**config.mk**
```make
export PLATFORM = sky130hd
export DESIGN_NAME = pause_rx
export DESIGN_NICKNAME = d
export VERILOG_FILES = /design/src/rtl/pause_rx_pkg.sv /design/src/rtl/pause_timer.sv /design/src/rtl/pause_rx.sv
export SDC_FILE = /design/constraint.sdc
export NUM_CORES = 1
export LEC_CHECK = 0
export BUFFER_PORTS_ARGS = -buffer_cell sky130_fd_sc_hd__buf_2
export CORE_MARGIN = 2
export CORE_UTILIZATION = 34
export CTS_CLUSTER_SIZE = 30
export DETAILED_ROUTE_END_ITERATION = 7
export SKIP_CTS_REPAIR_TIMING = 1
export SLEW_MARGIN = 15
export SYNTH_ARGS = -nofsm -noshare
export SYNTH_HDL_FRONTEND = slang
export SYNTH_HIERARCHICAL = 1
export SYNTH_SLANG_ARGS = --single-unit
```
**constraint.sdc**
```tcl
create_clock -name clk -period 2.1 [get_ports clk]
set_clock_uncertainty 0.05 [all_clocks]
set_input_delay 0.21 -clock clk [delete_from_list [all_inputs] [get_ports clk]]
set_output_delay 0.21 -clock clk [all_outputs]
set_load 0.01 [all_outputs]
```
**src/rtl/pause_rx_pkg.sv**
```systemverilog
// pause_rx shared definitions: MAC-control constants, parser states,
// and helpers mapping wire-order fields onto little-endian beat lanes.
package pause_rx_pkg;

    localparam logic [47:0] MAC_CTRL_DA  = 48'h0180C2000001;
    localparam logic [15:0] ETYPE_MACCTL = 16'h8808;
    localparam logic [15:0] OPCODE_PAUSE = 16'h0001;

    typedef enum logic [2:0] {
        ST_IDLE,
        ST_HDR1,
        ST_PARAM,
        ST_TAIL,
        ST_DROP
    } state_t;

    // First wire byte lands in the lowest lane of the beat.
    function automatic logic [47:0] lanes48(input logic [47:0] v);
        logic [47:0] r;
        for (int i = 0; i < 6; i++) begin
            r[8*i +: 8] = v[8*(5-i) +: 8];
        end
        return r;
    endfunction

    function automatic logic [15:0] lanes16(input logic [15:0] v);
        return {v[7:0], v[15:8]};
    endfunction

endpackage

```
**src/rtl/pause_timer.sv**
```systemverilog
// pause_timer: per-quantum prescaler and 16-bit quanta countdown.
// A load restarts the prescaler; clr dominates everything.
module pause_timer
    import pause_rx_pkg::*;
#(
    parameter int QUANTUM_CYCLES = 8
) (
    input  logic        clk,
    input  logic        rst,
    input  logic        load,
    input  logic [15:0] load_val,
    input  logic        clr,
    output logic [15:0] quanta,
    output logic        active
);

    localparam int PW = $clog2(QUANTUM_CYCLES);
    localparam logic [PW-1:0] PRESC_LAST = PW'(QUANTUM_CYCLES - 1);

    logic [PW-1:0] presc;

    // Quanta countdown with load/refresh; active tracks quanta != 0.
    always_ff @(posedge clk or posedge rst) begin
        if (rst) begin
            presc  <= '0;
            quanta <= '0;
            active <= 1'b0;
        end else if (clr) begin
            presc  <= '0;
            quanta <= '0;
            active <= 1'b0;
        end else if (load) begin
            presc  <= '0;
            quanta <= load_val;
            active <= (load_val != 16'd0);
        end else if (quanta != 16'd0) begin
            if (presc == PRESC_LAST) begin
                presc  <= '0;
                quanta <= quanta - 16'd1;
                active <= (quanta != 16'd1);
            end else begin
                presc <= presc + 1'b1;
            end
        end
    end

endmodule

```
**src/rtl/pause_rx.sv**
```systemverilog
// pause_rx: snoops the rx stream for 802.3x PAUSE frames and drives pause_active.
// Define PAUSE_RX_STATS_EN to build the accepted-frame counter (else pause_frames=0).
module pause_rx
    import pause_rx_pkg::*;
#(
    parameter int QUANTUM_CYCLES = 8
) (
    input  logic        clk,
    input  logic        rst,
    input  logic        pause_en,
    input  logic [63:0] axis_tdata,
    input  logic [7:0]  axis_tkeep,
    input  logic        axis_tvalid,
    input  logic        axis_tlast,
    input  logic        axis_tuser,
    output logic        pause_active,
    output logic [15:0] pause_quanta,
    output logic [31:0] pause_frames
);

    state_t      state;
    state_t      state_nxt;
    logic [2:0]  beat_cnt;
    logic [15:0] pause_time;
    logic        beat0_ok;
    logic        beat1_ok;
    logic        param_ok;
    logic        accept;

    assign beat0_ok = (axis_tdata[47:0] == lanes48(MAC_CTRL_DA))
                    && (axis_tkeep == 8'hFF);
    assign beat1_ok = (axis_tdata[63:32] ==
                       {lanes16(OPCODE_PAUSE), lanes16(ETYPE_MACCTL)})
                    && (axis_tkeep == 8'hFF);
    assign param_ok = (axis_tkeep[1:0] == 2'b11);

    assign accept = axis_tvalid && axis_tlast && (state == ST_TAIL)
                  && axis_tuser && (beat_cnt == 3'd7) && pause_en;

    // Parser state register.
    always_ff @(posedge clk or posedge rst) begin
        if (rst) begin
            state <= ST_IDLE;
        end else begin
            state <= state_nxt;
        end
    end

    // Parser next state: header checks per beat; tlast always ends the frame.
    always_comb begin
        state_nxt = state;
        if (axis_tvalid) begin
            if (axis_tlast) begin
                state_nxt = ST_IDLE;
            end else begin
                unique case (state)
                    ST_IDLE:  state_nxt = beat0_ok ? ST_HDR1  : ST_DROP;
                    ST_HDR1:  state_nxt = beat1_ok ? ST_PARAM : ST_DROP;
                    ST_PARAM: state_nxt = param_ok ? ST_TAIL  : ST_DROP;
                    ST_TAIL:  state_nxt = ST_TAIL;
                    ST_DROP:  state_nxt = ST_DROP;
                    default:  state_nxt = ST_IDLE;
                endcase
            end
        end
    end

    // Saturating beat counter and pause_time capture from beat 2.
    always_ff @(posedge clk or posedge rst) begin
        if (rst) begin
            beat_cnt   <= '0;
            pause_time <= '0;
        end else if (axis_tvalid) begin
            if (axis_tlast) begin
                beat_cnt <= '0;
            end else if (beat_cnt != 3'd7) begin
                beat_cnt <= beat_cnt + 3'd1;
            end
            if (state == ST_PARAM) begin
                pause_time <= {axis_tdata[7:0], axis_tdata[15:8]};
            end
        end else if (state == ST_IDLE) begin
            beat_cnt <= '0;
        end
    end

    pause_timer #(
        .QUANTUM_CYCLES(QUANTUM_CYCLES)
    ) u_timer (
        .clk      (clk),
        .rst      (rst),
        .load     (accept),
        .load_val (pause_time),
        .clr      (!pause_en),
        .quanta   (pause_quanta),
        .active   (pause_active)
    );

`ifdef PAUSE_RX_STATS_EN
    // Accepted-frame counter, XON included; wraps naturally.
    always_ff @(posedge clk or posedge rst) begin
        if (rst) begin
            pause_frames <= '0;
        end else if (accept) begin
            pause_frames <= pause_frames + 32'd1;
        end
    end
`else
    assign pause_frames = '0;
`endif

endmodule

```
Word-level counts from Yosys, hierarchy flattened
Cells that the tools add are included.
- flip-flop bits (word level): 42
- logic and storage cells: 59
- add/subtract/negate cells: 3
- reductions and logical operators: 14
- muxes and demuxes: 21
- eq/ne operators: 15
- operators by type and width (cell ; number):
    16-bit 2-to-1 mux ; 4
    48-bit by 41-bit == test with 1-bit output (second input constant) ; 1
    3-bit 2-to-1 mux ; 12
    32-bit by 25-bit == test with 1-bit output (second input constant) ; 1
    16-bit nonzero test ; 2
    16-bit by 1-bit inequality test with 1-bit output (second input constant) ; 1
    16-bit by 1-bit subtractor with 16-bit output (second input constant) ; 1
    3-bit one-hot mux with 5 select lines ; 1
    3-bit == test (second input constant) ; 3
    3-bit by 1-bit inequality test with 1-bit output (second input constant) ; 3
    8-bit == test (second input constant) ; 1
    1-bit logical AND ; 7
    3-bit by 1-bit adder with 3-bit output (second input constant) ; 2
    3-bit by 2-bit == test with 1-bit output (second input constant) ; 2
    2-bit AND reduction ; 3
    1-bit 2-to-1 mux ; 4
    3-bit by 1-bit == test with 1-bit output (second input constant) ; 1
    3-bit zero test ; 1
    3-bit inequality test (second input constant) ; 1
    2-bit == test (second input constant) ; 1
    2-bit nonzero test ; 1

Depth between registers and ports, before layout
- depth in word-level cells: 7
- gate-level depth with buffers: 8
- gate-level depth less buffers: 8

Modules after synthesis
The synthesis kept the hierarchy.
- by module, submodules not included (module ; cells an instance ; area each (sq um) ; times used):
    pause_rx ; 139 ; 1423.9 ; 1
    pause_timer ; 151 ; 1336.3 ; 1

Worst setup path before layout
OpenSTA, ideal clock, no wires.
- kind: flip-flop to flip-flop
- from: register u_timer.presc[0]
- to: register u_timer.quanta[13]
- slack: -0.197 ns
- data arrival time: 2.136 ns
- library setup time: 0.111 ns
- buffers on the path: 0
- cell stages (with the launch flop): 7
- data required time: 1.939 ns
- cells stage by stage: dfrtp_1 -> ha_1 -> ha_1 -> or3b_2 -> a2111oi_1 -> a211oi_1 -> a2111oi_2
- word-level cells in the longest chain between the ends: 3
- ends and longest elaborated chain (what ; line ; text):
    from (decl) ; pause_timer.sv:20 ; logic [PW-1:0] presc;
    from (signal assigned) ; pause_timer.sv:42 ; presc <= presc + 1'b1;
    3-bit == test ; pause_timer.sv:37 ; if (presc == PRESC_LAST) begin
    3-bit by 1-bit inequality test with 1-bit output (no source line) ; -- ;
    2-bit AND reduction (no source line) ; -- ;
    to (signal assigned) ; pause_timer.sv:34 ; quanta <= load_val;
    to (signal assigned) ; pause_timer.sv:39 ; quanta <= quanta - 16'd1;
    to (decl) ; pause_timer.sv:13 ; output logic [15:0] quanta,
No other way between the ends.
A chain may end at the register's enable or synchronous reset.

Worst setup path in the final report
- from: register u_timer.quanta[9]
- to: register u_timer.active
- word-level cells in the longest chain between the ends: 5
- elaborated cells on any way between the ends: 8
- classes of those cells: eq/ne (2); mux (4); reduce/logical (2)
- ends and longest elaborated chain (what ; line ; text):
    16-bit by 1-bit inequality test with 1-bit output ; pause_timer.sv:40 ; active <= (quanta != 16'd1);
    1-bit 2-to-1 mux ; pause_timer.sv:37 ;
    1-bit 2-to-1 mux ; pause_timer.sv:36 ; end else if (quanta != 16'd0) begin
    1-bit 2-to-1 mux ; pause_timer.sv:32 ; end else if (load) begin
    1-bit 2-to-1 mux ; pause_timer.sv:28 ; end else if (clr) begin
    to (signal assigned) ; pause_timer.sv:35 ; active <= (load_val != 16'd0);
    to (signal assigned) ; pause_timer.sv:40 ;
    to (decl) ; pause_timer.sv:14 ; output logic active
Several ways; a longest one is shown, not always the timed one. The select of a mux whose other input is x is not followed.

==> flow_summary_export.csv <==
group,metric,value,unit
critical_path,cpPeakStageDelay,0.58,ns
grt,use_met1,0.225,
timing,grt_setup_unrepaired,"yes",
power,p_switching,0.395,mW
clock_tree,numClockSinks,42,
cells_and_area,stdcell_count,528,
clock_tree,clock_path_buffers,2,
grt,grtUsageMet3,0.0345,
timing,hold_viol,0,
cells_and_area,final_cell_mix,"buf_2 (95), buf_4 (45), dfrtp_1 (41), conb_1 (32), nor2_1 (24)",
timing,clock.fmax,465,MHz
cells_and_area,layout.nets,509,
logic_synthesis,synth-seq-cells,42,
critical_path,cp_num_buf_inv,0,
cells_and_area,final_core_utilization,0.484,
grt,grt_pass1_wl,12.2,mm
critical_path,worstSetupPathType,"reg2reg",
power,clockPowerShare,0.393,
floorplanning,die_w,94.1,um
critical_path,start_kind,"register",
critical_path,cp.required,2.24,ns
floorplanning,start_util,0.354,
clock_tree,clockRootBuffer,"clkbuf_8",
place,globalplace.congestion,0.819,
logic_synthesis,async_flop_share,1.00,
grt,grt_max_degree,23,
logic_synthesis,synth_top_family_by_area,"simple AND/OR/NAND/NOR gates",
worst_hold_path,holdCritStartpoint,"axis_tdata[10]",
floorplanning,die_h,94.1,um
clock_tree,htreeDepth,2,
logic_synthesis,synth_fa_ha_area_frac,0.0272,
power,p_leak,1.84,nW
critical_path,cpMaxStageDelayCell,"or4_4",
floorplanning,ios,127,
logic_synthesis,yosysUniqueCellTypes,51,
power,p_per_area,434,nW/um2
place,hpwl,6.28,mm
power,ir_worst_vdd,228,uV
critical_path,path_delay_family,"simple AND/OR/NAND/NOR gates",
cells_and_area,final_common_cell,"buf_2",
timing,timing.final.ws_setup,-0.0504,ns
timing,worstMarginPinSlew,0.802,ns
routing,vias,2779,
logic_synthesis,ys_seq_area_frac,0.381,
routing,drt_iter0_markers,166,
routing,antenna_left,0,
cells_and_area,drive_gt1_frac,0.462,
critical_path,endpoint_kind,"register",
logic_synthesis,synth_ff_type,"dfrtp_1",
clock_tree,clkTransAtPathRegs,0.09,ns
timing,report.final.slew_viol_count,0,
clock_tree,cts_buffers,5,
grt,grt_use_met2,0.307,
timing,relSlewSlack,0.465,
logic_synthesis,synth-edff-count,0,
logic_synthesis,ys_warn_count,6,
critical_path,cp_cell_sequence,"or4_4 -> o41a_1 -> or4b_1 -> o41ai_2",
critical_path,r2r_start,"u_timer/quanta[9]",
worst_hold_path,hp-class,"in2reg",
timing,min_period,2.15,ns
critical_path,crit_start,"u_timer/quanta[9]",
critical_path,cp.depth,4,
power,power.internal,1.25,mW
cells_and_area,antenna_cells,0,
grt,grt_pass1_vias,2621,
critical_path,worstPathMaxFanout,6,
floorplanning,die_area,8850,um2
place,place.port_buffers,94,
routing,drc,0,
power,p_comb_frac,0.110,
logic_synthesis,synth_mux_area_frac,0.0725,
logic_synthesis,synth_compound_area_frac,0.131,
grt,antenna_found_initial,0,
routing,post_drt_wl_per_cell,15.0,um
clock_tree,cts_tree,"built",
run_status,violations,"negative setup slack",
flow_run,drv_cap,0,
routing,wl,7.90,mm
place,dp_cells,516,
logic_synthesis,synth_xor_xnor_area_share,0.0159,
cells_and_area,area_growth,37.0,%
critical_path,reg2reg_slack,-0.05,ns
power,swShare,0.241,
floorplanning,rows,32,
run_status,status,"complete, but fails checks",
timing,period_share,1.02,
critical_path,cp_data_arrival_time,2.30,ns
routing,routed_via_density,5.26,
power,p_seq_frac,0.498,
grt,grt.total_usage,0.177,
critical_path,r2r_cells,4,
logic_synthesis,synth-simple-area-share,0.244,
critical_path,timing.rr.end,"u_timer/active",
logic_synthesis,synth_cells,290,
grt,grt-busiest-layer,"met2",
timing,setup_viol,1,
logic_synthesis,avgSynthCellArea,9.52,um2
power,finalPower,1.64,mW
floorplanning,core_area,7810,um2
logic_synthesis,syn_area,2760,um2
grt,grt_overflow,0,
clock_tree,insertion_delay,0.30,ns
routing,dr.pass1.iters,4,
critical_path,crit_end,"u_timer/active",
per-stage QoR:
stage,TNS [ns],instance area [um2],hold WS (ns),setup WS [ns]
global placement,-0.223,3510,0.238,-0.0633
detailed placement,-0.511,3510,0.237,-0.127
global route,-0.255,3780,0.0965,-0.105
CTS,-0.786,3620,-0.0867,-0.149
floorplan,-0.539,2890,0.124,-0.133
finish,-0.0504,3780,0.109,-0.0504
power by group through the flow:
| stage | sequential, mW | combinational, mW | clock [mW] |
|---|---|---|---|
| 2_1_floorplan | 0.833 | 0.116 | 0 |
| 3_3_place_gp | 0.832 | 0.177 | 0 |
| 3_5_place_dp | 0.832 | 0.178 | 0 |
| 4_1_cts | 0.816 | 0.178 | 0.653 |
| 5_1_grt | 0.816 | 0.203 | 0.698 |
| 6_report | 0.816 | 0.180 | 0.644 |
cells by family after synthesis:
| logic type | after synthesis |
|---|---|
| other cells | 1 |
| flops | 42 |
| compound gates | 47 |
| xor+xnor | 5 |
| simple gates | 111 |
| mux | 18 |
| fa+ha+maj | 6 |
| buf+inv | 60 |
routing by layer:
layer,wire [um],vias up
met5,0,-
met4,95,0
met2,3960,119
li1,-,1309
met3,478,7
met1,3370,1344
cells in the mapped netlist, types with 2 or more instances:
library cell / number / share of area
dfrtp_1: 42 / 0.38
buf_4: 33 / 0.090
nor2_1: 24 / 0.033
nor4_1: 19 / 0.043
mux2_2: 16 / 0.065
inv_1: 15 / 0.020
nand2_1: 11 / 0.015
nor3_1: 10 / 0.018
a211oi_1: 8 / 0.022
clkbuf_1: 8 / 0.011
nand4_1: 8 / 0.018
a311oi_1: 7 / 0.022
nand3_1: 7 / 0.013
ha_1: 6 / 0.027
o31ai_1: 6 / 0.016
or4_1: 6 / 0.016
a21oi_1: 5 / 0.0091
o21ai_0: 5 / 0.0091
nor4b_1: 4 / 0.013
a31o_2: 3 / 0.0095
and4_1: 3 / 0.0095
buf_2: 3 / 0.0054
nor4bb_1: 3 / 0.011
or3_1: 3 / 0.0068
xnor2_1: 3 / 0.0095
mux2i_1: 2 / 0.0073
nor2b_1: 2 / 0.0045
nor4_2: 2 / 0.0091
nor4b_2: 2 / 0.011
or3b_2: 2 / 0.0063
xor2_1: 2 / 0.0063
flip-flops by register name, summed over array words and instances, names as in the netlist:
register / count
u_timer/presc: 3
u_timer/active: 1
state: 3
pause_time: 16
u_timer/quanta: 16
beat_cnt: 3
worst register-to-register path, cell delays in order, from the launching register on:
cell     delay (ns)
dfrtp_1        0.38
or4_4          0.58
o41a_1         0.46
or4b_1         0.50
o41ai_2        0.07
cell type report:
cell class	instances	area [um2]
inverters	16	60.1
flip-flops and latches	42	1050
clock inverters	2	37.5
clock buffers	6	72.6
fillers	762	4030
multi-input cells	219	1610
repair buffers	141	823
well taps	102	128
worst min-delay path by stage:
stage / endpoint / depth (start not counted)
after floorplan: u_timer/active / 1
after global placement: u_timer/presc[2] / 2
after detailed placement: u_timer/presc[2] / 2
after CTS: u_timer/quanta[3] / 2
after global routing: pause_time[1] / 2
final: pause_time[2] / 2
Note: power is estimated with default switching activity, not from simulation.
